==> config.mk <==
export PLATFORM = sky130hd
export DESIGN_NAME = fp_writeback_arbiter
export DESIGN_NICKNAME = d
export VERILOG_FILES = /design/src/rtl/fp_writeback_arbiter.sv
export SDC_FILE = /design/constraint.sdc
export NUM_CORES = 1
export LEC_CHECK = 0
export CAP_MARGIN = 10
export CORE_MARGIN = 2
export CORE_UTILIZATION = 47
export DETAILED_ROUTE_END_ITERATION = 10
export PLACE_DENSITY_LB_ADDON = 0.05
export SETUP_SLACK_MARGIN = 0.15
export SLEW_MARGIN = 20
export SYNTH_ARGS = -nofsm -noshare
export SYNTH_HDL_FRONTEND = slang
export SYNTH_SLANG_ARGS = --single-unit
==> constraint.sdc <==
create_clock -name i_clk -period 5.15 [get_ports i_clk]
set_input_delay 1.03 -clock i_clk [delete_from_list [all_inputs] [get_ports i_clk]]
set_output_delay 1.03 -clock i_clk [all_outputs]
set_load 0.02 [all_outputs]
==> src/rtl/fp_writeback_arbiter.sv <==
// ============================================================================
// fp_writeback_arbiter : FPU / FP-load writeback arbiter, pending-write
//                        scoreboard and fflags accumulation feed.
// Revision 1.0 - initial release
// ============================================================================
`default_nettype none

module fp_writeback_arbiter #(
  parameter int FLEN      = 32,
  parameter int NUM_FREGS = 32
) (
  input  logic                 i_clk,
  input  logic                 i_rst,
  input  logic                 i_fpu_valid,
  output logic                 o_fpu_ready,
  input  logic [4:0]           i_fpu_rd,
  input  logic [FLEN-1:0]      i_fpu_data,
  input  logic [4:0]           i_fpu_fflags,
  input  logic                 i_lsu_valid,
  output logic                 o_lsu_ready,
  input  logic [4:0]           i_lsu_rd,
  input  logic [FLEN-1:0]      i_lsu_data,
  input  logic                 i_alloc_valid,
  input  logic [4:0]           i_alloc_rd,
  output logic                 o_alloc_busy,
  input  logic                 i_flush,
  input  logic [4:0]           i_rs1,
  input  logic [4:0]           i_rs2,
  input  logic [4:0]           i_rs3,
  output logic                 o_rs1_busy,
  output logic                 o_rs2_busy,
  output logic                 o_rs3_busy,
  output logic [4:0]           o_rd,
  output logic [FLEN-1:0]      o_rd_din,
  output logic                 o_reg_write,
  output logic                 o_fflags_valid,
  output logic [4:0]           o_fflags,
  output logic [NUM_FREGS-1:0] o_pending
);

  typedef enum logic {
    SRC_FPU = 1'b0,
    SRC_LSU = 1'b1
  } src_e;

  src_e                 rr_q;
  logic                 reg_write_q;
  logic [4:0]           rd_q;
  logic [FLEN-1:0]      din_q;
  logic                 fflags_valid_q;
  logic [4:0]           fflags_q;
  logic [NUM_FREGS-1:0] pending_q;
  logic [NUM_FREGS-1:0] pending_d;

  logic w_fpu_fire;
  logic w_lsu_fire;
  logic w_contended;

  // Readiness ignores the source's own valid; reset forces both low.
  assign o_fpu_ready = !i_rst && (!i_lsu_valid || (rr_q == SRC_FPU));
  assign o_lsu_ready = !i_rst && (!i_fpu_valid || (rr_q == SRC_LSU));

  assign w_fpu_fire  = i_fpu_valid && o_fpu_ready;
  assign w_lsu_fire  = i_lsu_valid && o_lsu_ready;
  assign w_contended = i_fpu_valid && i_lsu_valid;

  // Clear from the committing write first so a same-rd alloc wins.
  always_comb begin
    pending_d = i_flush ? '0 : pending_q;
    if (reg_write_q) begin
      pending_d[rd_q] = 1'b0;
    end
    if (i_alloc_valid) begin
      pending_d[i_alloc_rd] = 1'b1;
    end
  end

  always_ff @(posedge i_clk) begin
    if (i_rst) begin
      rr_q           <= SRC_FPU;
      reg_write_q    <= 1'b0;
      rd_q           <= 5'd0;
      din_q          <= '0;
      fflags_valid_q <= 1'b0;
      fflags_q       <= 5'd0;
      pending_q      <= '0;
    end else begin
      if (w_contended) begin
        rr_q <= (rr_q == SRC_FPU) ? SRC_LSU : SRC_FPU;
      end
      reg_write_q    <= w_fpu_fire || w_lsu_fire;
      fflags_valid_q <= w_fpu_fire;
      fflags_q       <= w_fpu_fire ? i_fpu_fflags : 5'd0;
      if (w_fpu_fire) begin
        rd_q  <= i_fpu_rd;
        din_q <= i_fpu_data;
      end else if (w_lsu_fire) begin
        rd_q  <= i_lsu_rd;
        din_q <= i_lsu_data;
      end
      pending_q <= pending_d;
    end
  end

  // The register file forwards its write port, so the committing rd is readable now.
  assign o_rs1_busy   = pending_q[i_rs1]      && !(reg_write_q && (rd_q == i_rs1));
  assign o_rs2_busy   = pending_q[i_rs2]      && !(reg_write_q && (rd_q == i_rs2));
  assign o_rs3_busy   = pending_q[i_rs3]      && !(reg_write_q && (rd_q == i_rs3));
  assign o_alloc_busy = pending_q[i_alloc_rd] && !(reg_write_q && (rd_q == i_alloc_rd));

  assign o_rd           = rd_q;
  assign o_rd_din       = din_q;
  assign o_reg_write    = reg_write_q;
  assign o_fflags_valid = fflags_valid_q;
  assign o_fflags       = fflags_q;
  assign o_pending      = pending_q;

endmodule

`default_nettype wire

==> flow_metrics.py <==
metrics = {
    "sta": {
        "worstMarginPinSlew_ns": 0.993,
        "fmax_mhz": 216,
        "rsz0062_at_grt": "false",
        "skew_ns": 0.00881,
        "slew_viol_final": 0,
        "slew_headroom_pct": 33.6,
        "fin_ws_ns": 0.520,
        "fin_crit_sh_pct": 89.9,
        "layout_min_cycle_time_ns": 4.63,
        "setup_viol": 0,
        "hold_viol_final": 0,
        "tns_ns": 0,
    },
    "cts": {
        "cts_buffers": 9,
        "clockBufferDepth": 2,
        "clkSinkCount": 77,
        "clk_root_buffer_cell": "clkbuf_8",
        "insertion_delay_ns": 0.36,
        "clk_pin_slew_ns": 0.07,
        "cts_resized": 0,
        "hold_buffers": 0,
        "post_cts_buffers": 0,
        "htreeDepth": 3,
        "cts_tree": "yes",
    },
    "pwr": {
        "power_density_mw_per_mm2": 234,
        "power.total_w": 0.00156,
        "peakVddDrop_mv": 0.150,
        "p_leak_nw": 2.40,
    },
    "synthesis": {
        "synth.most_common_cell": "dfxtp_1",
        "synth_top_area_cell": "dfxtp_1",
        "synth.avg_cell_area_um2": 9.51,
        "syn_inst": 482,
        "synth_edf_count": 0,
        "seq_area_frac_synth_pct": 33.6,
        "synth_top_cells_by_count": "dfxtp_1 (77), nand2_1 (76), mux2i_1 (55), o21ai_1 (24), nor2_1 (23)",
        "synth_seq_cells": 77,
        "yosysWarnings": 0,
        "synth_area_leaders": "dfxtp_1 (34%), mux2i_1 (12%), mux4_2 (9.3%)",
        "synth_nets": 587,
        "ys_types": 43,
        "synth_top_area_share_pct": 33.6,
        "async_reset_ff_share_pct": 0,
        "synth_ff_type": "dfxtp_1",
        "syn-cell-area_mm2": 0.00458,
    },
    "cells_and_area": {
        "drive_gt1_share_pct": 8.02,
        "area_delta_synth_final_pct": 46.0,
        "nNetsFinal": 749,
        "n_antenna_cell": 0,
        "fillers": 780,
        "multi_input_area_mm2": 0.00282,
        "seq_area_mm2": 0.00154,
    },
    "global_route": {
        "gr-total-overflow": 0,
        "grtUsageTotal_pct": 28.8,
        "grt_pass1_vias": 4367,
        "antenna_found_initial": 0,
        "grt_pass1_wl_um": 22800,
        "grt_start_max_net_pins": 39,
    },
    "detailed_routing": {
        "drtPass1Iterations": 6,
        "vias": 4635,
        "viasPerCell": 5.93,
        "wl_per_cell_um": 19.3,
        "drtIter0Drc": 378,
        "wirelength_um": 15000,
        "drc": 0,
        "antenna_left": 0,
    },
    "setup_path": {
        "ff2ff_setup_slack_ns": 3.35,
        "crit_type": "in -> out",
        "critPathArrivalTime_ns": 3.60,
        "slowest_stage": "nor3b_1",
        "end_kind": "output port",
        "worst_setup_path_start_kind": "input port",
        "cp_max_fo": 9,
        "required_ns": 4.12,
        "critPathBufInv": 2,
        "path_common_cell": "clkdlybuf4s50_1",
        "path_cells": "clkdlybuf4s50_1 -> nor3b_1 -> a22oi_2 -> and4_1 -> a31oi_1 -> clkdlybuf4s50_1",
        "critPathMaxStageDelay_ns": 0.69,
        "cp_top_family": "buffers and inverters",
    },
    "place": {
        "place_ws_ns": 0.560,
        "io_buffers": 186,
        "gp_congestion": 0.950,
        "detailed_place_hpwl_um": 10900,
    },
    "floorplan": {
        "die-width_um": 103,
        "die_y_um": 103,
        "num_rows": 36,
        "core_area_mm2": 0.00959,
        "die_area_mm2": 0.0106,
        "pin_count": 187,
        "initial_core_util_pct": 47.8,
    },
    "min_path": {
        "min_path_type": "reg -> reg",
    },
    "run_status": {
        "status": "finished clean",
    },
    "job": {
        "max-cap-violations": 0,
    },
}
[placed cells by master (no fill, tap or decap), drive strengths merged, types with 8 or more instances in the layout]
| cell type | netlist | layout |
|---|---|---|
| nor3b | 8 | 8 |
| mux2i | 55 | 55 |
| and3 | 8 | 8 |
| nand3b | 8 | 8 |
| mux4 | 26 | 26 |
| a21oi | 18 | 18 |
| dfxtp | 77 | 77 |
| clkbuf | 19 | 11 |
| nand2 | 76 | 76 |
| xor2 | 16 | 16 |
| clkdlybuf4s50 | 0 | 186 |
| a32oi | 16 | 16 |
| nor2 | 23 | 23 |
| o21ai | 42 | 42 |
| o211ai | 16 | 16 |
[through the flow]
step,instance area (um^2),instances,util (%),hold WS [ns]
after floorplan,4580,482,-,0.526
final,6690,781,69.7,0.449
after CTS,6690,781,69.7,0.452
after detailed placement,6440,766,67.2,0.440
after global routing,6690,781,69.7,0.464
after global placement,6440,766,67.2,0.433
[worst register-to-register path, delay by kind of cell (launching register included)]
kind               cells  cell delay [ns]
AOI/OAI and AO/OA      1             0.25
DFF                    1             0.78
and+or+nand+nor        3             0.68
[final timing paths]
| kind | cells past startpoint | startpoint | end |
|---|---|---|---|
| setup / recovery | 6 | i_alloc_rd[4] | o_alloc_busy |
| hold / removal | 2 | o_rd_din[10] | o_rd_din[10] |
| setup reg to reg | 4 | o_rd[2] | o_pending[6] |
| hold reg to reg | 2 | o_rd_din[10] | o_rd_din[10] |
[cells by family (layout without fill, tap and decap cells)]
logic type / after synthesis / count (layout) / share of synthesized area [%]
flip-flops: 77 / 77 / 33.6
buffers and inverters: 44 / 210 / 5.11
AND/OR/NAND/NOR: 148 / 148 / 15.7
XOR/XNOR: 21 / 21 / 4.01
multiplexers: 84 / 84 / 26.1
AO/OA/AOI/OAI: 108 / 108 / 15.4
[state kept, by name, summed over array words and instances, names as in the netlist]
signal and flops:
o_rd_din 32, o_pending 32, o_fflags_valid 1, rr_q 1, o_fflags 5, o_rd 5, o_reg_write 1
[per-layer routing]
layer	vias to the layer above	global-route usage, %	routed length (um)
li1	2117	-	-
met1	2139	34.7	5630
met2	312	45.5	6830
met3	67	8.75	1860
met4	0	16.9	728
met5	-	0	0
[power breakdown]
| part | switching (W) | internal (W) | leakage [nW] | total [W] |
|---|---|---|---|---|
| combinational | 0.000159 | 0.000183 | 1.65 | 0.000342 |
| sequential | 0.0000325 | 0.000623 | 0.631 | 0.000656 |
| clock | 0.000221 | 0.000345 | 0.125 | 0.000566 |
[final cells by class]
type                            instances  share of cell area [%]
Multi-Input combinational cell        361                    42.1
Sequential cell                        77                    23.0
Clock buffer                           11                    2.26
Clock inverter                          4                    1.42
Tap cell                              133                    2.49
Timing Repair Buffer                  192                    28.5
Inverter                                3                   0.168
Power figures use the tool's default switching activity.
